==> config.mk <==
export PLATFORM = sky130hd
export DESIGN_NAME = apu_frame_counter_flat
export DESIGN_NICKNAME = d
export VERILOG_FILES = /design/src/rtl/apu_frame_counter_if.sv /design/src/rtl/apu_frame_counter.sv /design/src/flat_wrapper.sv
export SDC_FILE = /design/constraint.sdc
export NUM_CORES = 1
export LEC_CHECK = 0
export CORE_ASPECT_RATIO = 1.25
export CORE_MARGIN = 1.5
export CORE_UTILIZATION = 45
export DETAILED_ROUTE_END_ITERATION = 8
export GPL_ROUTABILITY_DRIVEN = 1
export PLACE_DENSITY = 0.72
export SKIP_LAST_GASP = 1
export SYNTH_ARGS = -nofsm -noshare
export SYNTH_HDL_FRONTEND = slang
export SYNTH_SLANG_ARGS = --single-unit
export TNS_END_PERCENT = 10
==> constraint.sdc <==
create_clock -name clk_in -period 2.5 [get_ports clk_in]
set_clock_uncertainty 0.05 [all_clocks]
set_input_delay 0.5 -clock clk_in [delete_from_list [all_inputs] [get_ports clk_in]]
set_output_delay 0.5 -clock clk_in [all_outputs]
set_load 0.05 [all_outputs]
==> src/rtl/apu_frame_counter_if.sv <==
// apu_frame_counter_if: cycle-pulse, $4017 write, $4015 ack and frame strobe/IRQ signals
interface apu_frame_counter_if;
  logic apu_cycle_pulse_in;
  logic mode_wr_in;
  logic mode_in;
  logic irq_inhibit_in;
  logic irq_ack_in;
  logic quarter_frame_out;
  logic half_frame_out;
  logic frame_irq_out;
  modport master (
    output apu_cycle_pulse_in, mode_wr_in, mode_in, irq_inhibit_in, irq_ack_in,
    input  quarter_frame_out, half_frame_out, frame_irq_out
  );
  modport slave (
    input  apu_cycle_pulse_in, mode_wr_in, mode_in, irq_inhibit_in, irq_ack_in,
    output quarter_frame_out, half_frame_out, frame_irq_out
  );
endinterface

==> src/rtl/apu_frame_counter.sv <==
// apu_frame_counter: APU frame sequencer with quarter/half-frame strobes and frame IRQ; define APU_FRAME_PAL_EN for PAL step timing
module apu_frame_counter #(
  parameter int CNT_BITS = 15
) (
  input logic clk_in,
  input logic rst_n_in,
  apu_frame_counter_if.slave bus
);
`ifdef APU_FRAME_PAL_EN
  localparam logic [CNT_BITS-1:0] S1 = CNT_BITS'(4156);
  localparam logic [CNT_BITS-1:0] S2 = CNT_BITS'(8313);
  localparam logic [CNT_BITS-1:0] S3 = CNT_BITS'(12469);
  localparam logic [CNT_BITS-1:0] S4 = CNT_BITS'(16626);
  localparam logic [CNT_BITS-1:0] S5 = CNT_BITS'(20782);
`else
  localparam logic [CNT_BITS-1:0] S1 = CNT_BITS'(3728);
  localparam logic [CNT_BITS-1:0] S2 = CNT_BITS'(7456);
  localparam logic [CNT_BITS-1:0] S3 = CNT_BITS'(11185);
  localparam logic [CNT_BITS-1:0] S4 = CNT_BITS'(14914);
  localparam logic [CNT_BITS-1:0] S5 = CNT_BITS'(18640);
`endif
  logic [CNT_BITS-1:0] q_cnt;
  logic q_mode, q_inhibit, q_irq, q_qf, q_hf;
  logic at_term, step_qf, step_hf, irq_set;
  assign bus.quarter_frame_out = q_qf;
  assign bus.half_frame_out = q_hf;
  assign bus.frame_irq_out = q_irq;
  // Decode the step the counter sits on; mode 1 passes S4 silently and ends at S5
  always_comb begin
    at_term = q_cnt == (q_mode ? S5 : S4);
    step_qf = q_cnt == S1 || q_cnt == S2 || q_cnt == S3 || at_term;
    step_hf = q_cnt == S2 || at_term;
    irq_set = bus.apu_cycle_pulse_in && !bus.mode_wr_in && !q_mode && q_cnt == S4 && !q_inhibit;
  end
  // Advance on APU cycles; a $4017 write restarts the sequence and wins over the step decode
  always_ff @(posedge clk_in or negedge rst_n_in)
    if (!rst_n_in) begin
      q_cnt <= '0;
      q_mode <= 1'b0;
      q_inhibit <= 1'b0;
      q_irq <= 1'b0;
      q_qf <= 1'b0;
      q_hf <= 1'b0;
    end else begin
      q_irq <= irq_set || (q_irq && !bus.irq_ack_in && !(bus.mode_wr_in && bus.irq_inhibit_in));
      if (bus.mode_wr_in) begin
        q_mode <= bus.mode_in;
        q_inhibit <= bus.irq_inhibit_in;
        q_cnt <= '0;
        q_qf <= bus.mode_in;
        q_hf <= bus.mode_in;
      end else begin
        q_qf <= bus.apu_cycle_pulse_in && step_qf;
        q_hf <= bus.apu_cycle_pulse_in && step_hf;
        if (bus.apu_cycle_pulse_in) q_cnt <= at_term ? '0 : q_cnt + CNT_BITS'(1);
      end
    end
endmodule

==> src/flat_wrapper.sv <==
// flat-port wrapper written by rule: the top's interface ports become plain ports
module apu_frame_counter_flat 
#(
  parameter int CNT_BITS = 15
)
  (clk_in, rst_n_in, bus_apu_cycle_pulse_in, bus_mode_wr_in, bus_mode_in, bus_irq_inhibit_in, bus_irq_ack_in, bus_quarter_frame_out, bus_half_frame_out, bus_frame_irq_out);
  apu_frame_counter_if bus_i ();
  input logic clk_in;
  input logic rst_n_in;
  input wire logic [$bits(bus_i.apu_cycle_pulse_in)-1:0] bus_apu_cycle_pulse_in;
  input wire logic [$bits(bus_i.mode_wr_in)-1:0] bus_mode_wr_in;
  input wire logic [$bits(bus_i.mode_in)-1:0] bus_mode_in;
  input wire logic [$bits(bus_i.irq_inhibit_in)-1:0] bus_irq_inhibit_in;
  input wire logic [$bits(bus_i.irq_ack_in)-1:0] bus_irq_ack_in;
  output wire logic [$bits(bus_i.quarter_frame_out)-1:0] bus_quarter_frame_out;
  output wire logic [$bits(bus_i.half_frame_out)-1:0] bus_half_frame_out;
  output wire logic [$bits(bus_i.frame_irq_out)-1:0] bus_frame_irq_out;
  assign bus_i.apu_cycle_pulse_in = bus_apu_cycle_pulse_in;
  assign bus_i.mode_wr_in = bus_mode_wr_in;
  assign bus_i.mode_in = bus_mode_in;
  assign bus_i.irq_inhibit_in = bus_irq_inhibit_in;
  assign bus_i.irq_ack_in = bus_irq_ack_in;
  assign bus_quarter_frame_out = bus_i.quarter_frame_out;
  assign bus_half_frame_out = bus_i.half_frame_out;
  assign bus_frame_irq_out = bus_i.frame_irq_out;
  apu_frame_counter #(.CNT_BITS(CNT_BITS)) u_core (.clk_in(clk_in), .rst_n_in(rst_n_in), .bus(bus_i));
endmodule
==> summary.txt, run 1 <==
Placed cell area -> 1349 um^2
Worst slew pin tran -> 0.9303 ns
CORE AREA -> 2654 um^2
Final Slew Violations -> 0
Post-synth top flop -> dfrtp_1
Critical Path RT -> 2.65 ns
Crit Path Class -> flip-flop to flip-flop
Synth top cells by count -> nand2_1 (23), dfrtp_1 (20), nand3_1 (16), inv_1 (6), nor2_1 (6)
# rows -> 21
Final period utilization -> 0.8522
Rel. slew slack -> 0.3775
Post-route antenna net violation count -> 0
Global-route wire length before repair -> 4560 um
Period minus WS final -> 2.130 ns
HP Class -> input port to async pin
Area leader, netlist -> dfrtp_1
Chip Height -> 61.84 um
TNS Setup -> 0 ns
Grt ovf -> 0
Clock latency on the worst-skew pair -> 0.30 ns
Status -> finished clean
N_diodes -> 0
Slowest stage delay, CP -> 0.51 ns
GP Congestion -> 0.9134
Wirelength per Cell -> 15.15 um
PortBufs -> 9
Initial Utilization -> 0.4696
Setup slack after layout -> 0.3696 ns
CP max-delay cell -> dfrtp_1
PD cells -> 431.2 nW/um^2
Seq/Total Area, Yosys -> 0.4016
Setup Slack @ Placement -> 0.2942 ns
Ys Warns -> 0
Yosys reg bits -> 20
Top-count cell post-synth -> nand2_1
Post-CTS Resized -> 0
Setup violators final -> 0
Fin nets -> 162
Area grow syn2layout -> 11.14%
Critical path's top delay family -> compound AO/OA/AOI/OAI gates
DRC viols -> 0
Total CTS buffers -> 3
Mapped cell area -> 1246 um^2
Clock-pin transition on the worst setup and hold timing paths -> 0.12 ns
Peak VDD IR -> 193.9 uV
Tot Pwr -> 0.0005973 W
CP Capture Type -> flip-flop
Data arrival time of the critical path -> 2.28 ns
CTS Sinks -> 20
Post-CTS Setup Repair Bufs -> 0
CTS tree -> built
Htree depth -> 1
Startpoint Class -> flip-flop
Hold-fix buffers at CTS -> 0
F_max -> 469.4 MHz
Post-route cell area -> 1385 um^2
Vias per cell -> 5.929
Fillers -> 261
Crit-path max FO -> 13
Top cells by area, synth -> dfrtp_1 (40%), nand2_1 (6.9%), nand3_1 (6.4%)
CTS root buffer -> clkbuf_4
Tot GR Track Use -> 0.1960
EDFF count, synth -> 0
Synth top area share -> 0.4016
Via total after detailed routing -> 1,091
Iteration-0 DRC Markers -> 49
Fin util -> 0.5219
Cells after Synth -> 144
Vias in the first global route -> 992
Die X -> 50.07 um
Library cells used by synthesis -> 40
Final hold vios -> 0
CTS Buffer Depth -> 2
Mapped Avg Cell Area -> 8.654 um^2
Pre-Repair DR Iteration Count -> 4
Net count after synthesis -> 155
Max-cap check violation count -> 0
Ports -> 10
Share of cells above drive strength 1 -> 0.06000
CP bufs+invs -> 0
Asr flop ratio synth -> 1.000
Initial antenna violation count -> 0
Post-Route WL -> 2788 um
Critical Path, Cell by Cell -> nor4b_4, o2111ai_1, o21a_1, and3_1, a211o_1
Largest net degree at the start of global routing -> 21
HPWL Detailed -> 1943 um
RSZ-0062 raised after global routing -> false
Die area -> 3096 um^2
Lkg Pwr -> 0.5835 nW
==> stage by stage <==
step | hold WS [ns] | cells
after floorplan | 0.1544 | 144
after detailed placement | 0.4629 | 180
final | 0.4803 | 184
after global placement | 0.4573 | 180
after global routing | 0.4892 | 184
after CTS | 0.4846 | 184
==> registers in the layout (all words and copies together) (netlist names) <==
name,cells
u_core.bus.half_frame_out,1
u_core.q_cnt,15
u_core.q_mode,1
u_core.bus.frame_irq_out,1
u_core.q_inhibit,1
u_core.bus.quarter_frame_out,1
==> power breakdown <==
group | internal (W) | leakage (nW) | switching [W] | total [W]
Clock | 0.0000888 | 0.0210 | 0.000106 | 0.000194
Sequential | 0.000331 | 0.272 | 0.00000785 | 0.000338
Combinational | 0.0000262 | 0.290 | 0.0000384 | 0.0000645
Total | 0.000446 | 0.583 | 0.000152 | 0.000597
==> cells in the final DEF, fill, tap and decap left out, types with 4 or more instances in the layout <==
cell / synthesis / layout
clkdlybuf4s50_1: 0 / 9
or3_1: 4 / 4
inv_1: 6 / 6
nor3_1: 5 / 5
nand2_1: 23 / 23
dfrtp_1: 20 / 20
nor2_1: 6 / 6
ha_1: 4 / 4
nand4_1: 5 / 5
nand3_1: 16 / 16
==> logic make-up (layout without fill, tap and decap cells) <==
logic type               count (synthesis)  count (layout)  synth area share
flip-flops                              20              20            0.4016
adder cells (fa/ha/maj)                  4               4           0.04016
AO/OA/AOI/OAI                           20              20            0.1135
buffers and inverters                   15              21           0.05421
XOR/XNOR                                 1               1          0.007029
AND/OR/NAND/NOR                         82              82            0.3665
multiplexers                             2               2           0.01707
==> worst register-to-register path, delay by kind of cell (launching register included) <==
family	cells	cell delay, ns
flops	1	0.51
compound gates	3	0.84
simple gates	2	0.64
==> area by class of cell <==
class	count	area, um^2	share of cell area
Timing Repair Buffer	11	105.1	0.07588
Tap cell	34	42.54	0.03071
Multi-Input combinational cell	109	678.2	0.4896
Clock buffer	4	36.28	0.02620
Inverter	6	22.52	0.01626
Sequential cell	20	500.5	0.3613
==> final timing paths <==
kind                                          start                   endpoint  slack (ns)  cells after the start
max in group asynchronous                  rst_n_in            u_core.q_cnt[6]        1.71                      2
min in group clk_in        u_core.bus.frame_irq_out   u_core.bus.frame_irq_out        0.49                      2
min                                        rst_n_in  u_core.bus.half_frame_out        0.48                      2
min reg2reg                u_core.bus.frame_irq_out   u_core.bus.frame_irq_out        0.49                      2
max reg2reg                         u_core.q_cnt[3]           u_core.q_cnt[10]        0.37                      5
max                                 u_core.q_cnt[3]           u_core.q_cnt[10]        0.37                      5
==> metal layers <==
layer | wire length [um] | GRT usage | part of all wire | vias up
met5 | 0 | 0 | 0 | -
met4 | 39 | 0.09524 | 0.014 | 0
met3 | 54 | 0.02153 | 0.019 | 4
met2 | 1408 | 0.3534 | 0.51 | 15
met1 | 1285 | 0.2354 | 0.46 | 540
li1 | - | - | - | 532
No activity file was read; power rests on OpenSTA's default activity.
==> run 2: changes to the inputs <==
--- a/config.mk
+++ b/config.mk
@@ -10,6 +10,7 @@
 export CORE_UTILIZATION = 45
 export DETAILED_ROUTE_END_ITERATION = 8
 export GPL_ROUTABILITY_DRIVEN = 1
+export HOLD_SLACK_MARGIN = 0.12
 export PLACE_DENSITY = 0.72
 export SKIP_LAST_GASP = 1
 export SYNTH_ARGS = -nofsm -noshare
==> results of run 2 <==
The final DEF is identical to that of run 1; final timing and power are the same.
==> run 3: changes to the inputs <==
--- a/config.mk
+++ b/config.mk
@@ -5,6 +5,7 @@
 export SDC_FILE = /design/constraint.sdc
 export NUM_CORES = 1
 export LEC_CHECK = 0
+export CAP_MARGIN = 0
 export CORE_ASPECT_RATIO = 1.25
 export CORE_MARGIN = 1.5
 export CORE_UTILIZATION = 45
@@ -12,6 +13,7 @@
 export GPL_ROUTABILITY_DRIVEN = 1
 export HOLD_SLACK_MARGIN = 0.12
 export PLACE_DENSITY = 0.72
+export REMOVE_ABC_BUFFERS = 1
 export SKIP_LAST_GASP = 1
 export SYNTH_ARGS = -nofsm -noshare
 export SYNTH_HDL_FRONTEND = slang
==> run 3 against run 2 <==
- setup slack got worse by 0.0065 ns
- sequential share of layout area did not move
- flip-flop and latch count stayed put
- combinational power hardly changed
- final area is the same
- cell count unchanged
- die area unchanged
- critical path type unchanged
==> summary.txt, run 3 (same netlist as run 1, synthesis figures left out) <==
CTS tree -> built (unchanged)
Peak VDD IR -> 178.1 uV (was 193.9 uV)
Largest register FFs -> 15 (unchanged)
Ports -> 10 (unchanged)
Clock latency on the worst-skew pair -> 0.31 ns (was 0.30 ns)
Via total after detailed routing -> 1,123 (was 1,091)
Post-route antenna net violation count -> 0 (unchanged)
HPWL Detailed -> 2069 um (was 1943 um)
PD cells -> 431.4 nW/um^2 (was 431.2 nW/um^2)
Initial Utilization -> 0.4696 (unchanged)
TNS Setup -> 0 ns (unchanged)
RSZ-0062 raised after global routing -> false (unchanged)
Setup violators final -> 0 (unchanged)
Data arrival time of the critical path -> 2.29 ns (was 2.28 ns)
Htree depth -> 1 (unchanged)
Period minus WS final -> 2.137 ns (was 2.130 ns)
Hold-fix buffers at CTS -> 0 (unchanged)
CP bufs+invs -> 0 (unchanged)
Fin util -> 0.5219 (unchanged)
F_max -> 468.0 MHz (was 469.4 MHz)
Post-CTS Resized -> 0 (unchanged)
N_diodes -> 0 (unchanged)
CTS Sinks -> 20 (unchanged)
Iteration-0 DRC Markers -> 33 (was 49)
Fillers -> 257 (was 261)
Die X -> 50.07 um (unchanged)
Largest register by flop count -> u_core.q_cnt (unchanged)
Startpoint Class -> flip-flop (unchanged)
CTS Buffer Depth -> 2 (unchanged)
Grt ovf -> 0 (unchanged)
Chip Height -> 61.84 um (unchanged)
Post-Route WL -> 2891 um (was 2788 um)
DRC viols -> 0 (unchanged)
Placed cells -> 180 (unchanged)
Sequential Area -> 500.5 um^2 (unchanged)
Worst slew pin tran -> 0.9195 ns (was 0.9303 ns)
Crit Path Class -> flip-flop to flip-flop (unchanged)
Final hold vios -> 0 (unchanged)
CP Capture Type -> flip-flop (unchanged)
Crit-path max FO -> 13 (unchanged)
Slowest stage delay, CP -> 0.51 ns (about the same)
Die area -> 3096 um^2 (unchanged)
Rel. slew slack -> 0.3847 (was 0.3775)
PortBufs -> 9 (unchanged)
Pre-Repair DR Iteration Count -> 4 (unchanged)
Vias per cell -> 6.103 (was 5.929)
Multi-input logic area -> 678.2 um^2 (unchanged)
Critical Path RT -> 2.65 ns (about the same)
Most frequent cells in the layout -> nand2_1 (23), dfrtp_1 (20), nand3_1 (16) (unchanged)
Initial antenna violation count -> 0 (unchanged)
Hold slack final -> 0.4591 ns (was 0.4803 ns)
Wirelength per Cell -> 15.71 um (was 15.15 um)
Global-route wire length before repair -> 4705 um (was 4560 um)
Met3 GRT Util -> 0.02632 (was 0.02153)
Critical Path, Cell by Cell -> nor4b_4, o2111ai_1, o21a_1, and3_1, a211o_1 (unchanged)
CORE AREA -> 2654 um^2 (unchanged)
Status -> finished clean (unchanged)
Share of cells above drive strength 1 -> 0.06000 (unchanged)
CP max-delay cell -> dfrtp_1 (unchanged)
CTS root buffer -> clkbuf_4 (unchanged)
Tot GR Track Use -> 0.2034 (was 0.1960)
GR Layer Usage met2 -> 0.3778 (was 0.3534)
Post-CTS Setup Repair Bufs -> 0 (unchanged)
Global Route met1 Usage -> 0.2120 (was 0.2354)
GP Congestion -> 0.9014 (was 0.9134)
Lkg Pwr -> 0.5835 nW (unchanged)
Max-cap check violation count -> 0 (unchanged)
Final period utilization -> 0.8548 (was 0.8522)
Commonest non-fill, non-tap cell in the layout -> nand2_1 (unchanged)
Total CTS buffers -> 3 (unchanged)
Final Slew Violations -> 0 (unchanged)
Largest net degree at the start of global routing -> 21 (unchanged)
Clock-pin transition on the worst setup and hold timing paths -> 0.12 ns (about the same)
Vias in the first global route -> 1,107 (was 992)
Fin nets -> 162 (unchanged)
Area grow syn2layout -> 11.14% (unchanged)
Non-Filler Instances -> 184 (unchanged)
HP Class -> input port to async pin (unchanged)
# rows -> 21 (unchanged)
Critical path's top delay family -> compound AO/OA/AOI/OAI gates (unchanged)
Most Crowded Layer GR -> met2 (unchanged)
==> run 3: where the power goes <==
| part | total [W] | switching, W | internal (W) |
|---|---|---|---|
| Combinational | 0.0000646 | 0.0000385 | 0.0000260 |
| Sequential | 0.000338 | 0.00000736 | 0.000331 |
| Clock | 0.000195 | 0.000106 | 0.0000890 |
==> run 3: stage by stage <==
| step | instance area (um^2) | power, W | worst slack (ns) |
|---|---|---|---|
| floorplan | 1201 | 0.0003748 | 0.6625 |
| global placement | 1349 | 0.0004074 | 0.3421 |
| detailed placement | 1349 | 0.0004090 | 0.2995 |
| CTS | 1385 | 0.0006016 | 0.3845 |
| global route | 1385 | 0.0006240 | 0.2891 |
| finish | 1385 | 0.0005976 | 0.3631 |
==> run 3: area by class of cell <==
cell class,count,area share
Multi-Input combinational cell,109,0.4896
Clock buffer,4,0.02620
Timing Repair Buffer,11,0.07588
Tap cell,34,0.03071
Sequential cell,20,0.3613
Inverter,6,0.01626
==> run 3: worst register-to-register path, stage by stage (launching register included) <==
cell and delay, ns:
dfrtp_1 0.51, nor4b_4 0.36, o2111ai_1 0.20, o21a_1 0.38, and3_1 0.27, a211o_1 0.26
==> run 3: path summary, 6_finish.rpt <==
| path | from | to | cells past startpoint | slack, ns |
|---|---|---|---|---|
| max | u_core.q_cnt[3] | u_core.q_cnt[10] | 5 | 0.36 |
| min in group clk_in | u_core.q_inhibit | u_core.q_inhibit | 2 | 0.49 |
| min | rst_n_in | u_core.q_inhibit | 2 | 0.46 |
| max in group asynchronous | rst_n_in | u_core.q_cnt[13] | 2 | 1.72 |
| max reg2reg | u_core.q_cnt[3] | u_core.q_cnt[10] | 5 | 0.36 |
| min reg2reg | u_core.q_inhibit | u_core.q_inhibit | 2 | 0.49 |
==> run 3: routing by layer <==
metal | part of all wire | routed length [um]
met2 | 0.51 | 1460
met1 | 0.42 | 1209
met5 | 0 | 0
met3 | 0.038 | 110
met4 | 0.038 | 110
